==> config.mk <==
export PLATFORM = sky130hd
export DESIGN_NAME = robo_controle_parede
export DESIGN_NICKNAME = d
export VERILOG_FILES = /design/src/rtl/robo_pkg.sv /design/src/rtl/contador_sat.sv /design/src/rtl/robo_controle_parede.sv
export SDC_FILE = /design/constraint.sdc
export NUM_CORES = 1
export LEC_CHECK = 0
export ABC_AREA = 1
export ABC_CLOCK_PERIOD_IN_PS = 1600
export BUFFER_PORTS_ARGS = -buffer_cell sky130_fd_sc_hd__buf_2
export CORE_UTILIZATION = 50
export CTS_BUF_LIST = sky130_fd_sc_hd__clkbuf_4 sky130_fd_sc_hd__clkbuf_8
export DETAILED_ROUTE_END_ITERATION = 8
export PLACE_DENSITY = 0.73
export SYNTH_ARGS = -nofsm -noshare
export SYNTH_HDL_FRONTEND = slang
export SYNTH_SLANG_ARGS = --single-unit
==> constraint.sdc <==
create_clock -name clock -period 1.6 [get_ports clock]
set_input_delay 0.08 -clock clock [delete_from_list [all_inputs] [get_ports clock]]
set_output_delay 0.08 -clock clock [all_outputs]
set_load 0.02 [all_outputs]
==> src/rtl/robo_pkg.sv <==
// Shared types for the pipe-inspection robot navigation controller.
// States, orientation codes and debris lives used by controller and bench.
package robo_pkg;

    typedef enum logic [2:0] {
        INICIO      = 3'd0,
        SEGUINDO    = 3'd1,
        VIROU_ESQ   = 3'd2,
        GIRANDO_DIR = 3'd3,
        REMOVENDO   = 3'd4,
        FIM         = 3'd5,
        ERRO        = 3'd6
    } state_t;

    typedef enum logic [1:0] {
        ORI_N = 2'b00,
        ORI_S = 2'b01,
        ORI_L = 2'b10,
        ORI_O = 2'b11
    } orient_t;

    localparam int DEF_MAX_REMOCAO = 12;
    localparam int DEF_MAX_GIROS   = 8;

    localparam logic [2:0] DEB_LEVE  = 3'd3;
    localparam logic [2:0] DEB_MEDIO = 3'd4;
    localparam logic [2:0] DEB_PESADO = 3'd5;

    // Remover steps needed to clear each debris code in the map.
    function automatic int vidas_detrito(input logic [2:0] codigo);
        int v;
        v = 0;
        case (codigo)
            DEB_LEVE:   v = 3;
            DEB_MEDIO:  v = 6;
            DEB_PESADO: v = 9;
            default:    v = 0;
        endcase
        return v;
    endfunction

endpackage

==> src/rtl/contador_sat.sv <==
// Saturating up-counter with clear and enable.
// clr restarts the count; with en also high the restart counts this step.
module contador_sat #(
    parameter int MAX = 8,
    parameter int W   = $clog2(MAX + 1)
) (
    input  logic         clock,
    input  logic         reset,
    input  logic         clr,
    input  logic         en,
    output logic [W-1:0] q
);

    always_ff @(posedge clock or negedge reset) begin
        if (!reset) begin
            q <= '0;
        end else if (clr) begin
            q <= en ? W'(1) : '0;
        end else if (en && (q != W'(MAX))) begin
            q <= q + W'(1);
        end
    end

endmodule

==> src/rtl/robo_controle_parede.sv <==
// Left-hand wall-following navigation controller: one command per passo,
// debris removal with timeout, end-of-pipe and spin-lock detection.
module robo_controle_parede
    import robo_pkg::*;
#(
    parameter int MAX_REMOCAO = DEF_MAX_REMOCAO,
    parameter int MAX_GIROS   = DEF_MAX_GIROS
) (
    input  logic clock,
    input  logic reset,
    input  logic passo,
    input  logic head,
    input  logic left,
    input  logic under,
    input  logic barrier,
    output logic avancar,
    output logic girar,
    output logic remover,
    output logic fim,
    output logic erro
);

    localparam int RW = $clog2(MAX_REMOCAO + 1);
    localparam int GW = $clog2(MAX_GIROS + 1);

    state_t          state;
    state_t          nstate;
    state_t          alvo_giro;
    logic            saiu;
    logic [1:0]      cnt_dir;
    logic [1:0]      dir_nxt;
    logic [RW-1:0]   cnt_rem;
    logic [GW-1:0]   cnt_giro;
    logic            cmd_av;
    logic            cmd_gi;
    logic            cmd_re;
    logic            pede_giro;
    logic            giro_clr;
    logic            giro_en;
    logic            rem_clr;
    logic            rem_en;
    logic            giro_cheio;
    logic            rem_cheio;
    logic            terminal;

    contador_sat #(.MAX(MAX_GIROS), .W(GW)) u_cnt_giro (
        .clock (clock),
        .reset (reset),
        .clr   (giro_clr),
        .en    (giro_en),
        .q     (cnt_giro)
    );

    contador_sat #(.MAX(MAX_REMOCAO), .W(RW)) u_cnt_rem (
        .clock (clock),
        .reset (reset),
        .clr   (rem_clr),
        .en    (rem_en),
        .q     (cnt_rem)
    );

    assign terminal   = (state == FIM) || (state == ERRO);
    // One more girar would reach the spin limit.
    assign giro_cheio = (cnt_giro >= GW'(MAX_GIROS - 1));
    assign rem_cheio  = (cnt_rem >= RW'(MAX_REMOCAO));

    always_comb begin
        nstate    = state;
        alvo_giro = state;
        dir_nxt   = cnt_dir;
        pede_giro = 1'b0;
        cmd_av    = 1'b0;
        cmd_gi    = 1'b0;
        cmd_re    = 1'b0;
        giro_clr  = 1'b0;
        giro_en   = 1'b0;
        rem_clr   = 1'b0;
        rem_en    = 1'b0;
        if (passo) begin
            unique case (state)
                INICIO, SEGUINDO, VIROU_ESQ: begin
                    if (under && saiu) begin
                        nstate = FIM;
                    end else if (barrier) begin
                        cmd_re  = 1'b1;
                        rem_clr = 1'b1;
                        rem_en  = 1'b1;
                        nstate  = REMOVENDO;
                    end else if (!left && (state != VIROU_ESQ)) begin
                        pede_giro = 1'b1;
                        alvo_giro = VIROU_ESQ;
                    end else if (!head) begin
                        cmd_av   = 1'b1;
                        giro_clr = 1'b1;
                        nstate   = SEGUINDO;
                    end else begin
                        pede_giro = 1'b1;
                        alvo_giro = GIRANDO_DIR;
                        dir_nxt   = 2'd1;
                    end
                end
                GIRANDO_DIR: begin
                    // Three left turns make one net right turn.
                    pede_giro = 1'b1;
                    dir_nxt   = cnt_dir + 2'd1;
                    alvo_giro = (cnt_dir == 2'd2) ? SEGUINDO : GIRANDO_DIR;
                end
                REMOVENDO: begin
                    if (barrier) begin
                        if (rem_cheio) begin
                            nstate = ERRO;
                        end else begin
                            cmd_re = 1'b1;
                            rem_en = 1'b1;
                        end
                    end else begin
                        cmd_av   = 1'b1;
                        rem_clr  = 1'b1;
                        giro_clr = 1'b1;
                        nstate   = SEGUINDO;
                    end
                end
                FIM, ERRO: begin
                end
                default: begin
                    nstate = ERRO;
                end
            endcase
            if (pede_giro) begin
                if (giro_cheio) begin
                    nstate = ERRO;
                end else begin
                    cmd_gi  = 1'b1;
                    giro_en = 1'b1;
                    nstate  = alvo_giro;
                end
            end
        end
    end

    always_ff @(posedge clock or negedge reset) begin
        if (!reset) begin
            state   <= INICIO;
            saiu    <= 1'b0;
            cnt_dir <= 2'd0;
            avancar <= 1'b0;
            girar   <= 1'b0;
            remover <= 1'b0;
        end else begin
            state   <= nstate;
            cnt_dir <= dir_nxt;
            saiu    <= saiu | (passo & ~under & ~terminal);
            avancar <= cmd_av;
            girar   <= cmd_gi;
            remover <= cmd_re;
        end
    end

    assign fim  = (state == FIM);
    assign erro = (state == ERRO);

endmodule

==> reports/results.txt, run 1 <==
Min Hold Slack - 0.132 ns
setup TNS - 0 ns
min cycle time layout - 1.39 ns
layout cells sized above 1 - 0.156
most frequent cells in the layout - 46 x nand2_1, 17 x inv_1, 17 x dfrtp_1
pin count of the biggest net entering global routing - 18
number of diodes - 0
Min-Delay Path Class - in -> reg
Setup CP Type - reg -> reg
VDD IR-drop max - 0.947 mV
latest clock arrival within the worst-skew pair - 0.30 ns
Pint - 0.918 mW
die height - 47.4 µm
CP Data Arrival Time - 1.58 ns
ANT nets after route - 0
sw power - 0.754 mW
drt initial violations - 23
Clock Tree Buf Depth - 2
CTS H-Tree Depth - 1
power share of the combinational group - 0.440
core area - 0.00194 mm²
first-pass GRT wire length - 3040 µm
Multi-input gate area - 527 µm²
Reg2Reg Setup Slack - 0.21 ns
sequential-to-total area share from yosys stat - 0.412
CTS buffer count - 3
# DRC - 0
# rows - 16
Synth Warn # - 0
Avg Synthesized Cell Area - 7.48 µm²
Hold Fails Final Rpt - 0
Mapped Area - 0.00103 mm²
register area - 425 µm²
CTS tree - built
die width - 47.4 µm
I/O pins - 12
Worst path slowest cell - dfrtp_1
Overall Global Routing Usage - 0.192
CTS Sinks - 17
critical path capture point - u_cnt_rem.q[0]$_DFFE_PN0P_
vias in the first global route - 757
Leakage - 0.693 nW
Max Fclk - 718 MHz
Worst Skew - 0.00773 ns
Synth cell types - 22
Final Setup Violations - 0
worst r2r src - state[1]$_DFFE_PN0P_
slowest stage delay, CP - 0.46 ns
commonest non-fill, non-tap cell in the layout - nand2_1
Critical Path, Cell by Cell - nor3_1 > nand2_1 > nand2_1 > nand2_2 > nand2_1 > o21ai_0
max-cap viol count - 0
Final period util - 0.870
CP Launch Point - state[1]$_DFFE_PN0P_
slew margin rel. - 0.740
Area growth syn-to-layout - 12.5%
reg-to-reg critical path endpoint - u_cnt_rem.q[0]$_DFFE_PN0P_
status - finished clean
CP startpoint kind - flop
R2R cell count - 6
First-pass DRT Iterations - 4
Die ar. - 0.00225 mm²
Starting Density - 0.532
postcts setup bufs - 0
total length of routed wires - 1980 µm
total grt overflow - 0
initial antenna violation count - 0
DR vias - 918
post-detail-place hpwl - 1430 µm
Worst Path Max Fanout - 7
Final nets - 167
post-DR wirelength/cell - 10.9 µm
sw frac - 0.451
Synth Net Count - 150
gate count after technology mapping - 138
clock power share - 0.143
RePlAce Congestion - 0.914
Buffers on Ports - 11
clock root cell - clkbuf_4
CP Capture Type - flop
Via density - 5.07
flops & latches, synth - 17
RSZ-0062 raised after global routing - false
PD cells - 1440 mW/mm²
crit-path most repeated cell - nand2_1
# fillers - 181
Critical Path RT - 1.79 ns
final slew viol count - 0
Worst-path clk slew - 0.11 ns
Worst-Margin Slew - 0.390 ns
sequential power share - 0.417
==> power groups by stage <==
stage	Combinational [mW]	Clock, mW	Sequential [mW]
after global routing	0.851	0.269	0.716
after CTS	0.739	0.249	0.692
final	0.735	0.240	0.697
after floorplan	0.564	0	0.688
after detailed placement	0.732	0	0.699
after global placement	0.714	0	0.692
==> registers in the layout, summed over array words and instances, names as in the netlist <==
signal        count
cnt_dir           2
u_cnt_giro.q      4
girar             1
saiu              1
avancar           1
state             3
u_cnt_rem.q       4
remover           1
==> per-stage QoR <==
stage               total power, mW  instances  area [µm²]   util  setup slack (ns)
CTS                            1.68        181        1160  0.596             0.112
floorplan                      1.25        138        1030      -             0.254
detailed placement             1.43        175        1110  0.572             0.133
global placement               1.41        175        1110  0.572             0.192
finish                         1.67        181        1160  0.598             0.208
global route                   1.84        181        1160  0.598            0.0411
==> cell usage after synthesis <==
| library cell | count | area share |
|---|---|---|
| nor2_1 | 10 | 0.036 |
| o31ai_1 | 1 | 0.0073 |
| xor2_1 | 3 | 0.025 |
| a21oi_1 | 4 | 0.019 |
| nand4_4 | 1 | 0.021 |
| nor2_2 | 1 | 0.0061 |
| nand3_2 | 1 | 0.0097 |
| o21ai_1 | 1 | 0.0048 |
| nand2_1 | 46 | 0.17 |
| ha_1 | 5 | 0.061 |
| nand2_4 | 1 | 0.011 |
| nor3_1 | 1 | 0.0048 |
| nand4_1 | 2 | 0.012 |
| buf_6 | 1 | 0.011 |
| nand2_2 | 2 | 0.012 |
| nand3_1 | 16 | 0.078 |
| inv_2 | 1 | 0.0036 |
| o21ai_0 | 5 | 0.024 |
| nand3b_1 | 1 | 0.0073 |
| clkinv_2 | 1 | 0.0048 |
| inv_1 | 17 | 0.062 |
| dfrtp_1 | 17 | 0.41 |
==> worst min-delay path by stage <==
| stage | startpoint | to | slack (ns) | depth (start not counted) |
|---|---|---|---|---|
| finish | passo | saiu$_DFF_PN0_ | 0.13 | 3 |
| global route | passo | saiu$_DFF_PN0_ | 0.14 | 3 |
| global placement | reset | state[1]$_DFFE_PN0P_ | 0.02 | 1 |
| CTS | passo | saiu$_DFF_PN0_ | 0.13 | 3 |
| detailed placement | reset | cnt_dir[1]$_DFFE_PN0P_ | 0.03 | 1 |
| floorplan | reset | avancar$_DFF_PN0_ | -0.22 | 0 |
==> worst max-delay path, delay by kind of cell, from the launching register on <==
family | cells | cell delay, ns
AND/OR/NAND/NOR | 5 | 0.75
flip-flops | 1 | 0.46
AO/OA/AOI/OAI | 1 | 0.08
==> layout make-up <==
cell class,instances,area share
well taps,27,0.0291
inverters,19,0.0625
clock inverters,1,0.00431
clock buffers,3,0.0194
flip-flops and latches,17,0.366
repair buffers,13,0.0647
multi-input cells,101,0.454
==> layer usage <==
metal,GRT usage,vias up,part of all wire
met1,0.267,421,0.49
met2,0.290,26,0.46
met5,0,-,0
met3,0.0340,2,0.042
li1,-,469,-
met4,0.0857,0,0.0071
==> what timing repair did <==
action,in CTS,in global routing
hold buffers,2,0
endpoints found under the hold margin,18,0
setup endpoints to repair,0,4
resized for setup,0,1
==> cell families (layout without fill, tap and decap cells) <==
kind of cell | Yosys count | in the layout | synth area share
compound gates | 11 | 11 | 0.0558
xor+xnor | 3 | 3 | 0.0255
fa+ha+maj | 5 | 5 | 0.0606
buf+inv | 20 | 36 | 0.0812
flops | 17 | 17 | 0.412
simple gates | 82 | 82 | 0.365
(Power assumes the default switching activity.)
==> run 2: changes to the inputs <==
Settings changed: RECOVER_POWER set to 100.
==> run 2 against run 1 <==
  * Setup slack got worse by 0.061 ns
  * Clock-buffer cell count stayed put
  * Worst hold slack got worse by 0.0041 ns
  * Critical path type unchanged
  * Register-to-register slack got worse by 0.06 ns
  * Largest power group unchanged
==> reports/results.txt, run 2 (synthesis gave the netlist of run 1 again) <==
core area - 0.00194 mm² (unchanged)
CTS Sinks - 17 (unchanged)
CP Data Arrival Time - 1.70 ns (+0.12 ns)
die width - 47.4 µm (unchanged)
RSZ-0062 raised after global routing - false
final slew viol count - 0 (unchanged)
power share of the combinational group - 0.436 (-0.004)
post-DR wirelength/cell - 10.9 µm (-0.35%)
I/O pins - 12 (unchanged)
Starting Density - 0.532 (unchanged)
CP Capture Type - flop
R2R cell count - 6 (unchanged)
Overall Global Routing Usage - 0.192 (unchanged)
postcts setup bufs - 0 (unchanged)
Area growth syn-to-layout - 11.2%
CTS H-Tree Depth - 1 (unchanged)
Reg2Reg Setup Slack - 0.15 ns (-0.06 ns)
Hold Crit Endpoint - saiu$_DFF_PN0_
VDD IR-drop max - 0.943 mV (-0.51%)
CP startpoint kind - flop
setup TNS - 0 ns (unchanged)
Via density - 5.02 (-1.1%)
commonest non-fill, non-tap cell in the layout - nand2_1
Final period util - 0.908 (+0.0380)
Pint - 0.907 mW (-1.2%)
area post-placement - 0.00111 mm² (unchanged)
slew margin rel. - 0.389 (-0.351)
Final nets - 167 (unchanged)
latest clock arrival within the worst-skew pair - 0.30 ns (about the same)
Setup WS pre-CTS - 0.133 ns (unchanged)
reg-to-reg critical path endpoint - u_cnt_giro.q[2]$_DFFE_PN0P_
Hold Fails Final Rpt - 0 (unchanged)
top flop regs - u_cnt_giro.q (4), u_cnt_rem.q (4), state (3)
Setup CP Type - reg -> reg
first-pass GRT wire length - 3040 µm (unchanged)
ANT nets after route - 0 (unchanged)
RePlAce Congestion - 0.914 (unchanged)
Worst Path Max Fanout - 6 (-1)
DR vias - 908 (-1.1%)
sequential power share - 0.420 (+0.003)
Leakage - 0.672 nW (-3.0%)
Overall Power - 1.66 mW (-0.65%)
Worst-Margin Slew - 0.917 ns (+0.526 ns)
max-cap viol count - 0 (unchanged)
Final Setup Violations - 0 (unchanged)
total grt overflow - 0 (unchanged)
Clock Tree Buf Depth - 2 (unchanged)
PD cells - 1450 mW/mm² (+0.54%)
most frequent cells in the layout - 46 x nand2_1, 18 x inv_1, 17 x nand3_1, 17 x dfrtp_1, 10 x nor2_1
sw frac - 0.454 (+0.00329)
# fillers - 184 (+1.7%)
# rows - 16 (unchanged)
post-detail-place hpwl - 1430 µm (unchanged)
# DRC - 0 (unchanged)
design area - 0.00115 mm² (-1.2%)
Max Fclk - 688 MHz (-4.2%)
CTS buffer count - 3 (unchanged)
initial antenna violation count - 0 (unchanged)
Critical Path RT - 1.85 ns (+0.06 ns)
number of diodes - 0 (unchanged)
CP Launch Point - u_cnt_giro.q[0]$_DFFE_PN0P_
status - finished clean
CTS tree - built
worst r2r src - u_cnt_giro.q[0]$_DFFE_PN0P_
Die ar. - 0.00225 mm² (unchanged)
clock root cell - clkbuf_4
drt initial violations - 23 (unchanged)
Worst Skew - 0.00558 ns (-0.00215 ns)
sw power - 0.754 mW (about the same)
clock power share - 0.144 (about the same)
First-pass DRT Iterations - 4 (unchanged)
Min-Delay Path Class - in -> reg
min cycle time layout - 1.45 ns (+0.0608 ns)
setup ws final - 0.147 ns (-0.0608 ns)
layout cells sized above 1 - 0.104 (-0.0519)
vias in the first global route - 757 (unchanged)
hold depth - 3 (unchanged)
Hold Path Origin - passo
Worst-path clk slew - 0.11 ns (about the same)
Min Hold Slack - 0.128 ns (-0.00411 ns)
pin count of the biggest net entering global routing - 18 (unchanged)
die height - 47.4 µm (unchanged)
total length of routed wires - 1970 µm (-0.35%)
Buffers on Ports - 11 (unchanged)
## run 2: worst max-delay path by stage
stage	end	slack, ns
floorplan	u_cnt_giro.q[2]$_DFFE_PN0P_	0.25
global placement	u_cnt_giro.q[2]$_DFFE_PN0P_	0.19
detailed placement	u_cnt_giro.q[3]$_DFFE_PN0P_	0.13
CTS	u_cnt_giro.q[2]$_DFFE_PN0P_	0.11
global route	u_cnt_rem.q[0]$_DFFE_PN0P_	0.04
finish	u_cnt_giro.q[2]$_DFFE_PN0P_	0.15
## run 2: final cells by class
class | instances | area, µm² | share of cell area
repair buffers | 13 | 67.6 | 0.0589
inverters | 19 | 71.3 | 0.0622
clock inverters | 1 | 5.00 | 0.00436
flip-flops and latches | 17 | 425 | 0.371
clock buffers | 3 | 22.5 | 0.0196
well taps | 27 | 33.8 | 0.0294
multi-input cells | 101 | 522 | 0.455
## run 2: repair_timing
| action | in CTS | in global routing |
|---|---|---|
| resized for setup | 0 | 1 |
| hold endpoints to repair | 18 | 0 |
| hold buffers | 2 | 0 |
| endpoints found under the setup margin | 0 | 4 |
## run 2: per-stage QoR
stage	util	cells
after global routing	0.591	181
after floorplan	-	138
after CTS	0.596	181
after detailed placement	0.572	175
final	0.591	181
after global placement	0.572	175
## run 2: power groups by stage
stage                     Combinational (mW)  Clock, mW  Sequential, mW
after floorplan                        0.564          0           0.688
after global placement                 0.714          0           0.692
after detailed placement               0.732          0           0.699
after CTS                              0.739      0.249           0.692
after global routing                   0.837      0.269           0.716
final                                  0.725      0.239           0.697
## run 2: critical path, stage by stage (launching register included)
cell and delay, ns:
dfrtp_1 0.44, ha_1 0.25, a21oi_2 0.24, nand4_4 0.16, inv_1 0.16, nand3_1 0.09
nand2_1 0.06
## run 2: metal layers
layer | part of all wire | track usage | up-vias
met5 | 0 | 0 | -
met4 | 0.012 | 0.0857 | 0
met3 | 0.029 | 0.0340 | 4
met2 | 0.46 | 0.290 | 21
met1 | 0.50 | 0.267 | 409
li1 | - | - | 474
